<file path="config.mk">
export PLATFORM = sky130hd
export DESIGN_NAME = regfile_wb_arbiter
export DESIGN_NICKNAME = d
export VERILOG_FILES = /design/src/rtl/regfile_wb_arbiter_pkg.sv /design/src/rtl/regfile_wb_arbiter_arb.sv /design/src/rtl/regfile_wb_arbiter.sv
export SDC_FILE = /design/constraint.sdc
export NUM_CORES = 1
export LEC_CHECK = 0
export ABC_CLOCK_PERIOD_IN_PS = 2360
export CAP_MARGIN = 10
export CORE_UTILIZATION = 39
export CTS_CLUSTER_DIAMETER = 60
export DETAILED_ROUTE_END_ITERATION = 8
export PLACE_DENSITY = 0.82
export SLEW_MARGIN = 20
export SYNTH_ARGS = -nofsm -noshare
export SYNTH_HDL_FRONTEND = slang
export SYNTH_SLANG_ARGS = --single-unit
</file>
<file path="constraint.sdc">
create_clock -name clk -period 2.36 [get_ports clk]
set_input_delay 0.708 -clock clk [delete_from_list [all_inputs] [get_ports clk]]
set_output_delay 0.708 -clock clk [all_outputs]
set_load 0.03 [all_outputs]
</file>
<file path="src/rtl/regfile_wb_arbiter_pkg.sv">
// ----------------------------------------------------------------------------
// regfile_wb_arbiter_pkg
// Shared constants for the register-file writeback path. The register file
// uses the same address/data widths and the hardwired-zero register index.
// Also holds the default number of writeback requesters, their index
// assignments, and the round-robin pointer advance helper.
// ----------------------------------------------------------------------------
package regfile_wb_arbiter_pkg;

    localparam int REG_ADDR_W = 5;
    localparam int REG_DATA_W = 32;
    localparam logic [REG_ADDR_W-1:0] REG_ZERO = 5'd0;

    localparam int NUM_WB_REQ = 2;

    // Fixed requester slots on the writeback port.
    typedef enum logic [1:0] {
        WB_ALU  = 2'd0,
        WB_LOAD = 2'd1
    } wb_req_e;

    // Round-robin pointer advance: the requester after the winner gets
    // first look next time, wrapping at n.
    function automatic int rr_next(input int granted, input int n);
        return (granted + 1) % n;
    endfunction

endpackage

</file>
<file path="src/rtl/regfile_wb_arbiter_arb.sv">
// ----------------------------------------------------------------------------
// rr_arbiter
// Generic N-way round-robin grant. The search starts at ptr_i and wraps
// modulo N; the first asserted request wins. Produces a one-hot grant,
// its encoded index and a valid flag. With en_i low nothing is granted.
//
// Ports:
//   req_i         in   N      request vector
//   ptr_i         in   IDX_W  index with highest priority this cycle
//   en_i          in   1      grant enable
//   grant_o       out  N      one-hot grant (or zero)
//   grant_idx_o   out  IDX_W  encoded index of the grant
//   grant_valid_o out  1      a grant was issued
// ----------------------------------------------------------------------------
module rr_arbiter
    import regfile_wb_arbiter_pkg::*;
#(
    parameter  int N     = NUM_WB_REQ,
    localparam int IDX_W = (N > 1) ? $clog2(N) : 1
) (
    input  logic [N-1:0]     req_i,
    input  logic [IDX_W-1:0] ptr_i,
    input  logic             en_i,
    output logic [N-1:0]     grant_o,
    output logic [IDX_W-1:0] grant_idx_o,
    output logic             grant_valid_o
);

    always_comb begin
        int idx;
        // NOTE: every output of a combinational block gets a default before
        // any conditional assignment; a path that leaves one unassigned
        // would infer a latch.
        idx           = 0;
        grant_o       = '0;
        grant_idx_o   = '0;
        grant_valid_o = 1'b0;
        if (en_i) begin
            for (int k = 0; k < N; k++) begin
                idx = (int'(ptr_i) + k) % N;
                if (!grant_valid_o && req_i[idx]) begin
                    grant_valid_o = 1'b1;
                    grant_o[idx]  = 1'b1;
                    grant_idx_o   = IDX_W'(idx);
                end
            end
        end
    end

endmodule

</file>
<file path="src/rtl/regfile_wb_arbiter.sv">
// ----------------------------------------------------------------------------
// regfile_wb_arbiter
// Shares the register file's single write port between NUM_REQ writeback
// requesters. One round-robin grant per cycle feeds a registered writeback
// stage that drives the register file; decode gets hazard flags for source
// registers with a write still in flight.
//
// Ports:
//   clk         in   1                     system clock, rising edge
//   reset       in   1                     synchronous reset, active low
//   hold        in   1                     suppress all grants while 1
//   req_valid   in   NUM_REQ               per-requester write request
//   req_addr    in   NUM_REQ*ADDR_WIDTH    packed destination addresses
//   req_data    in   NUM_REQ*DATA_WIDTH    packed write data
//   req_ready   out  NUM_REQ               one-hot grant
//   reg_write   out  1                     register file write enable
//   rd_addr     out  ADDR_WIDTH            register file destination
//   rd_data     out  DATA_WIDTH            register file write data
//   rs1_addr    in   ADDR_WIDTH            decode source 1 query
//   rs2_addr    in   ADDR_WIDTH            decode source 2 query
//   hazard_rs1  out  1                     source 1 has a pending write
//   hazard_rs2  out  1                     source 2 has a pending write
// ----------------------------------------------------------------------------
module regfile_wb_arbiter
    import regfile_wb_arbiter_pkg::*;
#(
    parameter int NUM_REQ    = NUM_WB_REQ,
    parameter int DATA_WIDTH = REG_DATA_W,
    parameter int ADDR_WIDTH = REG_ADDR_W
) (
    input  logic                          clk,
    input  logic                          reset,
    input  logic                          hold,
    input  logic [NUM_REQ-1:0]            req_valid,
    input  logic [NUM_REQ*ADDR_WIDTH-1:0] req_addr,
    input  logic [NUM_REQ*DATA_WIDTH-1:0] req_data,
    output logic [NUM_REQ-1:0]            req_ready,
    output logic                          reg_write,
    output logic [ADDR_WIDTH-1:0]         rd_addr,
    output logic [DATA_WIDTH-1:0]         rd_data,
    input  logic [ADDR_WIDTH-1:0]         rs1_addr,
    input  logic [ADDR_WIDTH-1:0]         rs2_addr,
    output logic                          hazard_rs1,
    output logic                          hazard_rs2
);

    localparam int PTR_W = $clog2(NUM_REQ);

    logic [PTR_W-1:0]      rr_ptr_q, rr_ptr_d;
    logic                  wb_valid_q, wb_valid_d;
    logic [ADDR_WIDTH-1:0] wb_addr_q, wb_addr_d;
    logic [DATA_WIDTH-1:0] wb_data_q, wb_data_d;

    logic [NUM_REQ-1:0]    grant;
    logic [PTR_W-1:0]      grant_idx;
    logic                  grant_valid;
    logic                  arb_en;

    // Grants only leave the arbiter when requesters see ready, so blocking
    // them during reset guarantees no transfer is lost in reset.
    assign arb_en = reset & ~hold;

    rr_arbiter #(.N(NUM_REQ)) u_arb (
        .req_i         (req_valid),
        .ptr_i         (rr_ptr_q),
        .en_i          (arb_en),
        .grant_o       (grant),
        .grant_idx_o   (grant_idx),
        .grant_valid_o (grant_valid)
    );

    // A grant is only issued to a valid requester, so ready alone marks
    // the transfer.
    assign req_ready = grant;

    always_comb begin
        rr_ptr_d   = rr_ptr_q;
        wb_valid_d = grant_valid;
        wb_addr_d  = wb_addr_q;
        wb_data_d  = wb_data_q;
        if (grant_valid) begin
            rr_ptr_d  = PTR_W'(rr_next(int'(grant_idx), NUM_REQ));
            wb_addr_d = req_addr[int'(grant_idx)*ADDR_WIDTH +: ADDR_WIDTH];
            wb_data_d = req_data[int'(grant_idx)*DATA_WIDTH +: DATA_WIDTH];
        end
    end

    always_ff @(posedge clk) begin
        // NOTE: state registers use non-blocking assignments so every flop
        // samples the pre-edge value regardless of statement order.
        if (!reset) begin
            rr_ptr_q   <= '0;
            wb_valid_q <= 1'b0;
            wb_addr_q  <= '0;
            wb_data_q  <= '0;
        end else begin
            rr_ptr_q   <= rr_ptr_d;
            wb_valid_q <= wb_valid_d;
            wb_addr_q  <= wb_addr_d;
            wb_data_q  <= wb_data_d;
        end
    end

    // x0 writes consume a grant but never enable the register file. The
    // enable is also gated by reset so an entry caught in the stage when
    // reset arrives is discarded instead of committing on that edge.
    assign reg_write = reset & wb_valid_q & (wb_addr_q != '0);
    assign rd_addr   = wb_addr_q;
    assign rd_data   = wb_data_q;

    // A source is hazardous while any requester is offering a write to it
    // or the writeback stage holds one. Independent of hold.
    always_comb begin
        hazard_rs1 = 1'b0;
        hazard_rs2 = 1'b0;
        for (int i = 0; i < NUM_REQ; i++) begin
            if (req_valid[i]) begin
                if (req_addr[i*ADDR_WIDTH +: ADDR_WIDTH] == rs1_addr) hazard_rs1 = 1'b1;
                if (req_addr[i*ADDR_WIDTH +: ADDR_WIDTH] == rs2_addr) hazard_rs2 = 1'b1;
            end
        end
        if (wb_valid_q && wb_addr_q == rs1_addr) hazard_rs1 = 1'b1;
        if (wb_valid_q && wb_addr_q == rs2_addr) hazard_rs2 = 1'b1;
        if (rs1_addr == '0) hazard_rs1 = 1'b0;
        if (rs2_addr == '0) hazard_rs2 = 1'b0;
    end

endmodule

</file>
; After elaboration in Yosys (flattened, before gate mapping)
; Index checks and enable logic that the tools add are counted.
[classes]
n_shift = 2
div = 0
reduce_logical = 9
n_bitwise = 6
muxes = 32
eq_ne = 6
magnitude_cmp = 4
mul = 1
addsub = 2
[op_table]
columns = cell, n
row1 = $shiftx A64 B7 Y32, 1
row2 = $eq A5 B5 Y1, 6
row3 = $mux W1, 26
row4 = $logic_not A5 Y1, 2
row5 = $shiftx A10 B5 Y5, 1
row6 = $mux W2, 4
row7 = $logic_and A1 B1 Y1, 5
row8 = $reduce_bool A5 Y1, 1
row9 = $mul A1 B3 Y4 const B, 1
row10 = $and A1 B1 Y1, 3
row11 = $lt A2 B3 Y1 const B, 1
row12 = $add A1 B1 Y1 const B, 2
row13 = $demux W1 S1, 2
row14 = $ge A2 B1 Y1 const B, 1
row15 = $lt A1 B2 Y1 const B, 1
row16 = $or A2 B2 Y2, 1
row17 = $and A1 B1 Y1 const A, 1
row18 = $ge A1 B1 Y1 const B, 1
row19 = $logic_not A1 Y1, 1
row20 = $not A1 Y1, 1
[word_totals]
elab_cells = 66
input_bits = 89
mem_bits_ro = 0
mem_count = 0
latchBits = 0
ram_bits = 0
reg_bits = 39
out_inout_bits = 42

; Depth between registers and ports, before layout
; Gate-level depths: netlist of run 1.
[logic_depth]
ltp_word = 10
depth_mapped = 7
depth_no_buf = 5

; Cells and area by module
; From an unflattened synthesis of run 1, not the netlist that was laid out.
[hier_totals]
hier_cells = 228
hier_area_um2 = 2218.4
[by_module_without_submodules]
columns = mod, seq_area_each_um2, instances, cells_each, area_each_um2
row1 = regfile_wb_arbiter, 780.7, 1, 221, 2184.6
row2 = rr_arbiter, 0.0, 1, 7, 33.8

; Worst setup path before layout of run 1
; OpenSTA, ideal clock, no wires.
[synth_path]
path_type = in2out
from = in req_addr[5]
to = out hazard_rs1
cell_stages = 4
setup_slack_ns = -0.071
required_time_ns = 1.652
arrival_time_ns = 1.723
path_cell_list = xor2_1 nor4_1 a32oi_1 a21oi_1
[synth_between]
elab_chain_len = 5
[synth_lines]
columns = item, line_no
row1 = start: declaration, regfile_wb_arbiter.sv:35  ; input logic [NUM_REQ*ADDR_WIDTH-1:0] req_addr,
row2 = $eq A5 B5 Y1, regfile_wb_arbiter.sv:118  ; if (req_addr[i*ADDR_WIDTH +: ADDR_WIDTH] == rs1_addr) hazard_rs1 = 1'b1;
row3 = $mux W1, regfile_wb_arbiter.sv:118
row4 = $mux W1, regfile_wb_arbiter.sv:117  ; if (req_valid[i]) begin
row5 = $mux W1, regfile_wb_arbiter.sv:122  ; if (wb_valid_q && wb_addr_q == rs1_addr) hazard_rs1 = 1'b1;
row6 = $mux W1, regfile_wb_arbiter.sv:124  ; if (rs1_addr == '0) hazard_rs1 = 1'b0;
row7 = end: declaration, regfile_wb_arbiter.sv:43  ; output logic hazard_rs1,
; No other way between the ends.

; Worst setup path in the final report of run 1
[layout_path]
from = in req_addr[7]
to = out hazard_rs1
; Same word-level chain as after synthesis.

==> results.sh, run 1 <==
export IMPL_skew_ns=0.00243
export IMPL_drv_cap=0
export IMPL_num_io_pins=131
export IMPL_drt_initial_drc_count=113
export IMPL_gp_congestion=0.889
export IMPL_drv_slew=0
export IMPL_crit_required_ns=1.65
export IMPL_syn_area_per_cell_sq_um=7.66
export IMPL_wl_per_cell_um=14.2
export IMPL_place_hpwl_mm=4.76
export IMPL_route_antenna_remaining_nets=0
export IMPL_critical_path_arrival_ns=1.76
export IMPL_fmax_mhz=405
export IMPL_min_path_type="register to register"
export IMPL_ff_latch_area_sq_um=781
export IMPL_cts_sinks=39
export IMPL_timing_final_crit_share_pct=105
export IMPL_cp_endpoint="hazard_rs1"
export IMPL_portBuffers=130
export IMPL_drive_gt1_share_pct=13.6
export IMPL_core_area_sq_mm=0.00488
export IMPL_clock_path_buffers=2
export IMPL_area_growth_pct=74.0
export IMPL_path_class="input pin to output port"
export IMPL_r2r_cells=6
export IMPL_multi_input_area_sq_mm=0.00119
export IMPL_row_count=25
export IMPL_die_h_um=74.3
export IMPL_rsz0062_at_grt="true"
export IMPL_h_tree_depth=2
export IMPL_grt_pass1_vias=2236
export IMPL_cp_max_fo=3
export IMPL_cp_start_kind="input pin"
export IMPL_cts_buffers=5
export IMPL_dieArea_sq_mm=0.00552
export IMPL_grt_pass1_wl_mm=10.2
export IMPL_cts_tree="yes"
export IMPL_grt_usage_pct=24.0
export IMPL_layout_nets=484
export IMPL_synth_area_sq_mm=0.00204
export IMPL_antenna_found_initial=0
export IMPL_routed_wl_mm=6.57
export IMPL_crit_slowest_cell="nor4_2"
export IMPL_dpl_cell_count=455
export IMPL_antennaDiodeCount=0
export IMPL_gr_total_overflow=0
export IMPL_clk_latency_ns=0.28
export IMPL_period_minus_slack_ns=2.47
export IMPL_num_vias=2370
export IMPL_dr_pass1_iters=5
export IMPL_setup_tns_ns=-0.184
export IMPL_powerDensity_mw_per_mm2=493
export IMPL_maxSlewHeadroom_pct=73.3
export IMPL_cp_slowest_stage_delay_ns=0.31
export IMPL_ys_seq_area_share_pct=38.3
export IMPL_p_leak_nw=1.43
export IMPL_finalHoldViolCount=0
export IMPL_path_delay_family="compound AO/OA/AOI/OAI gates"
export IMPL_end_kind="output port"
export IMPL_final_common_cell="clkdlybuf4s50_1"
export IMPL_ir_worst_vdd_uv=288
export IMPL_synth_cell_type_count=24
export IMPL_worst_pin_slew_ns=0.400
export IMPL_finalSetupViolCount=2
export IMPL_r2r_start="rr_ptr_q"
export IMPL_n_fill_cell=402
export IMPL_critical_path_buf_inv_count=2
export IMPL_crit_chain="buf_8, xor2_2, nor4_2, a32oi_2, a21oi_2, buf_6"
export IMPL_mostFrequentLayoutCells="clkdlybuf4s50_1 (101), nand2_1 (75), dfxtp_1 (39)"
export IMPL_total_power_w=0.00175
export IMPL_final_cells=463
export IMPL_r2r_setup_slack_ns=0.98
export IMPL_path_depth=6
export IMPL_crit_start="req_addr[7]"
export IMPL_clkSlewWorstSetupHoldPaths_ns=0.07
export IMPL_cts_root_buf="clkbuf_8"
export IMPL_yosys_warnings=0
export IMPL_setup_ws_ns=-0.110
export IMPL_drt_vias_per_instance=5.12
export IMPL_timing_rr_end="rd_addr[3]"
export IMPL_initial_core_util_pct=41.7
export IMPL_violations="setup timing"
export IMPL_syn_inst=266
export IMPL_drc=0
export IMPL_synth_fp_nets=355
export IMPL_cts_hold_buffers=0
export IMPL_yosys_register_bits=39
export IMPL_grt_max_degree=42
export IMPL_dp_slack_ns=-0.549
export IMPL_outcome="finished, violations left"
export IMPL_die_w_um=74.3
worst reg2reg max path: stages (launching register included):
cell and delay (ns):
dfxtp_1 0.35, nand2b_1 0.11, nand3_1 0.11, inv_2 0.08, buf_4 0.35, nand2_1 0.11, a31oi_1 0.19
report_power, final:
group / leakage (nW) / internal (W) / switching [W]
Sequential: 0.321 / 0.000701 / 0.0000258
Clock: 0.0515 / 0.000267 / 0.000225
Combinational: 1.05 / 0.000274 / 0.000253
Total: 1.43 / 0.00124 / 0.000504
worst min path at each step:
stage	start	end	slack [ns]	cells after the start
floorplan	rr_ptr_q	rr_ptr_q	0.47	2
CTS	rr_ptr_q	rr_ptr_q	0.54	2
global placement	rr_ptr_q	rr_ptr_q	0.50	2
global route	rd_data[28]	rd_data[28]	0.56	2
detailed placement	rr_ptr_q	rr_ptr_q	0.51	2
finish	rr_ptr_q	rr_ptr_q	0.53	2
cell families (layout without fill, tap and decap cells):
logic type / count (synthesis) / after routing / synth area share [%]
AOI/OAI and AO/OA: 82 / 82 / 23.2
xor gates and xnor gates: 30 / 30 / 12.9
buffers and inverters: 21 / 151 / 6.33
DFF: 39 / 39 / 38.3
and+or+nand+nor: 94 / 94 / 19.3
cells in the mapped netlist, drive strengths merged:
master  instances  area [sq um]
nand2          75           282
buf            15           106
xor2           24           210
a32oi           2          17.5
nor4            6          37.5
clkbuf          5          18.8
or3             1          6.26
o21ai          38           190
or4             2          15.0
nand3           3          15.0
nor2            3          11.3
and2b           1          7.51
o311a           1          10.0
dfxtp          39           781
a31oi          37           231
xnor2           6          52.6
inv             1          3.75
nand2b          1          6.26
o21a            1          7.51
and2            2          12.5
a21oi           3          15.0
per-stage QoR:
step	instance area, sq um	utilization (%)	hold slack, ns
finish	3540	72.6	0.530
global route	3540	72.6	0.562
CTS	3470	71.2	0.536
detailed placement	3410	69.8	0.514
global placement	3410	69.8	0.496
floorplan	2040	-	0.475
sequential cells by signal, indices dropped and copies added (netlist names):
| register | count |
|---|---|
| rd_addr | 5 |
| rr_ptr_q | 1 |
| rd_data | 32 |
| wb_valid_q | 1 |
layout make-up:
cell class / instances / share of cell area (%)
Clock buffer: 8 / 2.82
Inverter: 1 / 0.106
Multi-Input combinational cell: 206 / 33.5
Sequential cell: 39 / 22.0
Tap cell: 67 / 2.37
Timing Repair Buffer: 142 / 39.2
layer usage:
| metal | up-vias | part of all wire (%) | GRT usage [%] | wire (um) |
|---|---|---|---|---|
| li1 | 1184 | - | - | - |
| met1 | 1091 | 41 | 28.4 | 2710 |
| met2 | 88 | 50 | 42.5 | 3260 |
| met3 | 7 | 8.0 | 6.78 | 529 |
| met4 | 0 | 1.0 | 6.29 | 68 |
| met5 | - | 0 | 0 | 0 |
timing repair:
| item | in CTS | in global routing |
|---|---|---|
| pin swaps | 13 | 6 |
| buffers inserted | 0 | 0 |
| gates cloned | 0 | 0 |
| endpoints found under the setup margin | 4 | 2 |
| gates resized for setup | 85 | 25 |
(Power assumes the default switching activity.)
==> run 2: changes to the inputs <==
--- a/config.mk
+++ b/config.mk
@@ -5,7 +5,7 @@
 export SDC_FILE = /design/constraint.sdc
 export NUM_CORES = 1
 export LEC_CHECK = 0
-export ABC_CLOCK_PERIOD_IN_PS = 2360
+export ABC_CLOCK_PERIOD_IN_PS = 3200
 export CAP_MARGIN = 10
 export CORE_UTILIZATION = 39
 export CTS_CLUSTER_DIAMETER = 60
==> constraint.sdc (replaced) <==
create_clock -name clk -period 3.2 [get_ports clk]
set_input_delay 0.96 -clock clk [delete_from_list [all_inputs] [get_ports clk]]
set_output_delay 0.96 -clock clk [all_outputs]
set_load 0.03 [all_outputs]
==> results.sh, run 2 (same netlist as run 1, synthesis figures left out) <==
export IMPL_maxSlewHeadroom_pct=72.9
export IMPL_critical_path_arrival_ns=2.20
export IMPL_timing_final_crit_share_pct=98.9
export IMPL_grt_usage_pct=24.2
export IMPL_initial_core_util_pct=41.7
export IMPL_rsz0062_at_grt="false"
export IMPL_final_cells=461
export IMPL_grt_max_degree=40
export IMPL_cp_max_fo=4
export IMPL_mostFrequentLayoutCells="clkdlybuf4s50_1 (107), nand2_1 (75), dfxtp_1 (39)"
export IMPL_gr_total_overflow=0
export IMPL_r2r_start="rr_ptr_q"
export IMPL_setup_tns_ns=0
export IMPL_drv_cap=0
export IMPL_dpl_cell_count=455
export IMPL_drc=0
export IMPL_worst_pin_slew_ns=0.406
export IMPL_min_to="rd_data[5]"
export IMPL_portBuffers=130
export IMPL_cts_root_buf="clkbuf_8"
export IMPL_r2r_setup_slack_ns=1.77
export IMPL_hold_depth=2
export IMPL_timing_rr_end="rd_data[27]"
export IMPL_num_vias=2360
export IMPL_period_minus_slack_ns=3.16
export IMPL_wl_met1_mm=2.70
export IMPL_ir_worst_vdd_uv=273
export IMPL_path_class="input pin to output port"
export IMPL_wl_met2_mm=3.28
export IMPL_antennaDiodeCount=0
export IMPL_cp_start_kind="input pin"
export IMPL_p_leak_nw=1.38
export IMPL_grt_pass1_wl_mm=10.4
export IMPL_dp_slack_ns=-0.257
export IMPL_antenna_found_initial=0
export IMPL_skew_ns=0.00253
export IMPL_met3_length_um=459
export IMPL_die_w_um=74.3
export IMPL_route_antenna_remaining_nets=0
export IMPL_cts_setup_buffers=0
export IMPL_ff_latch_area_sq_um=781
export IMPL_min_from="rd_data[5]"
export IMPL_setup_ws_ns=0.0358
export IMPL_wl_per_cell_um=14.1
export IMPL_clkSlewWorstSetupHoldPaths_ns=0.07
export IMPL_final_common_cell="clkdlybuf4s50_1"
export IMPL_drive_gt1_share_pct=8.12
export IMPL_cts_tree="yes"
export IMPL_crit_slowest_cell="nor4_2"
export IMPL_timing_hold_ws_ns=0.527
export IMPL_num_io_pins=131
export IMPL_largest_reg_flops=32
export IMPL_critical_path_buf_inv_count=2
export IMPL_highest_layer="met4"
export IMPL_dr_pass1_iters=4
export IMPL_crit_chain="clkdlybuf4s15_1, xor2_1, nor4_2, a32oi_2, a21oi_2, buf_6"
export IMPL_die_h_um=74.3
export IMPL_finalSetupViolCount=0
export IMPL_place_hpwl_mm=4.77
export IMPL_core_area_sq_mm=0.00488
export IMPL_fin_area_sq_mm=0.00346
export IMPL_outcome="finished, final reports clean"
export IMPL_clk_latency_ns=0.28
export IMPL_crit_required_ns=2.24
export IMPL_powerDensity_mw_per_mm2=350
export IMPL_n_fill_cell=425
export IMPL_end_kind="output port"
export IMPL_finalHoldViolCount=0
export IMPL_h_tree_depth=2
export IMPL_cts_sinks=39
export IMPL_grt_pass1_vias=2294
export IMPL_dieArea_sq_mm=0.00552
export IMPL_fmax_mhz=316
export IMPL_drt_vias_per_instance=5.12
export IMPL_drt_initial_drc_count=71
export IMPL_place_area_sq_mm=0.00338
export IMPL_r2r_cells=6
export IMPL_routed_wl_mm=6.50
export IMPL_multi_input_area_sq_mm=0.00116
export IMPL_gp_congestion=0.901
export IMPL_area_growth_pct=70.1
export IMPL_crit_start="rs1_addr[3]"
export IMPL_clock_path_buffers=2
export IMPL_cts_buffers=5
export IMPL_layout_nets=484
export IMPL_min_path_type="register to register"
export IMPL_drv_slew=0
export IMPL_row_count=25
export IMPL_cp_slowest_stage_delay_ns=0.32
export IMPL_path_delay_family="buffers and inverters"
-- run 2: changes by cell type in the layout (fill, tap and decap cells not counted), moves of 2 or more --
| cell | delta |
|---|---|
| buf_6 | -8 |
| xor2_2 | -2 |
| buf_8 | -2 |
| buf_12 | -2 |
| xor2_1 | +2 |
| clkdlybuf4s15_1 | +8 |
| buf_2 | -6 |
| clkbuf_8 | -2 |
| clkbuf_2 | +2 |
| clkdlybuf4s50_1 | +6 |
-- run 2: worst max path at each step --
stage,to,slack (ns),depth (start not counted)
floorplan,hazard_rs1,0.26,4
global placement,hazard_rs1,-0.15,6
detailed placement,hazard_rs1,-0.26,6
CTS,hazard_rs1,0.001,6
global route,hazard_rs1,0.0004,6
finish,hazard_rs1,0.04,6
-- run 2: what timing repair did --
item / 4_1_cts / 5_1_grt
hold buffers: 0 / 0
pin swaps: 10 / 11
cloned: 0 / 0
endpoints found under the setup margin: 2 / 2
resized for setup: 26 / 12
-- run 2: area by class of cell --
cell class	instances	area share, %
clock buffer	6	2.09
multi-input combinational	206	33.4
sequential	39	22.5
tap	67	2.42
inverter	1	0.108
timing repair buffer	142	39.4
-- run 2: tightest hold or removal path, delay by kind of cell (launching register included) --
kind,cells,cell delay [ns]
flip-flops,1,0.31
AO/OA/AOI/OAI,2,0.17
-- run 2: metrics by stage --
step	utilization, %	power [W]
floorplan	-	0.000715
CTS	70.8	0.00122
finish	71.0	0.00121
detailed placement	69.2	0.000927
global route	71.0	0.00128
global placement	69.2	0.000920
-- run 2: report_power, final --
part           switching [W]  internal (W)  total (W)
clock network       0.000153      0.000145   0.000298
logic               0.000184      0.000194   0.000378
registers          0.0000196      0.000517   0.000537
-- run 2: per-layer routing --
| metal | track usage (%) | vias to the layer above |
|---|---|---|
| met5 | 0 | - |
| met4 | 5.45 | 0 |
| met3 | 7.32 | 9 |
| met2 | 43.7 | 84 |
| met1 | 28.1 | 1081 |
| li1 | - | 1186 |
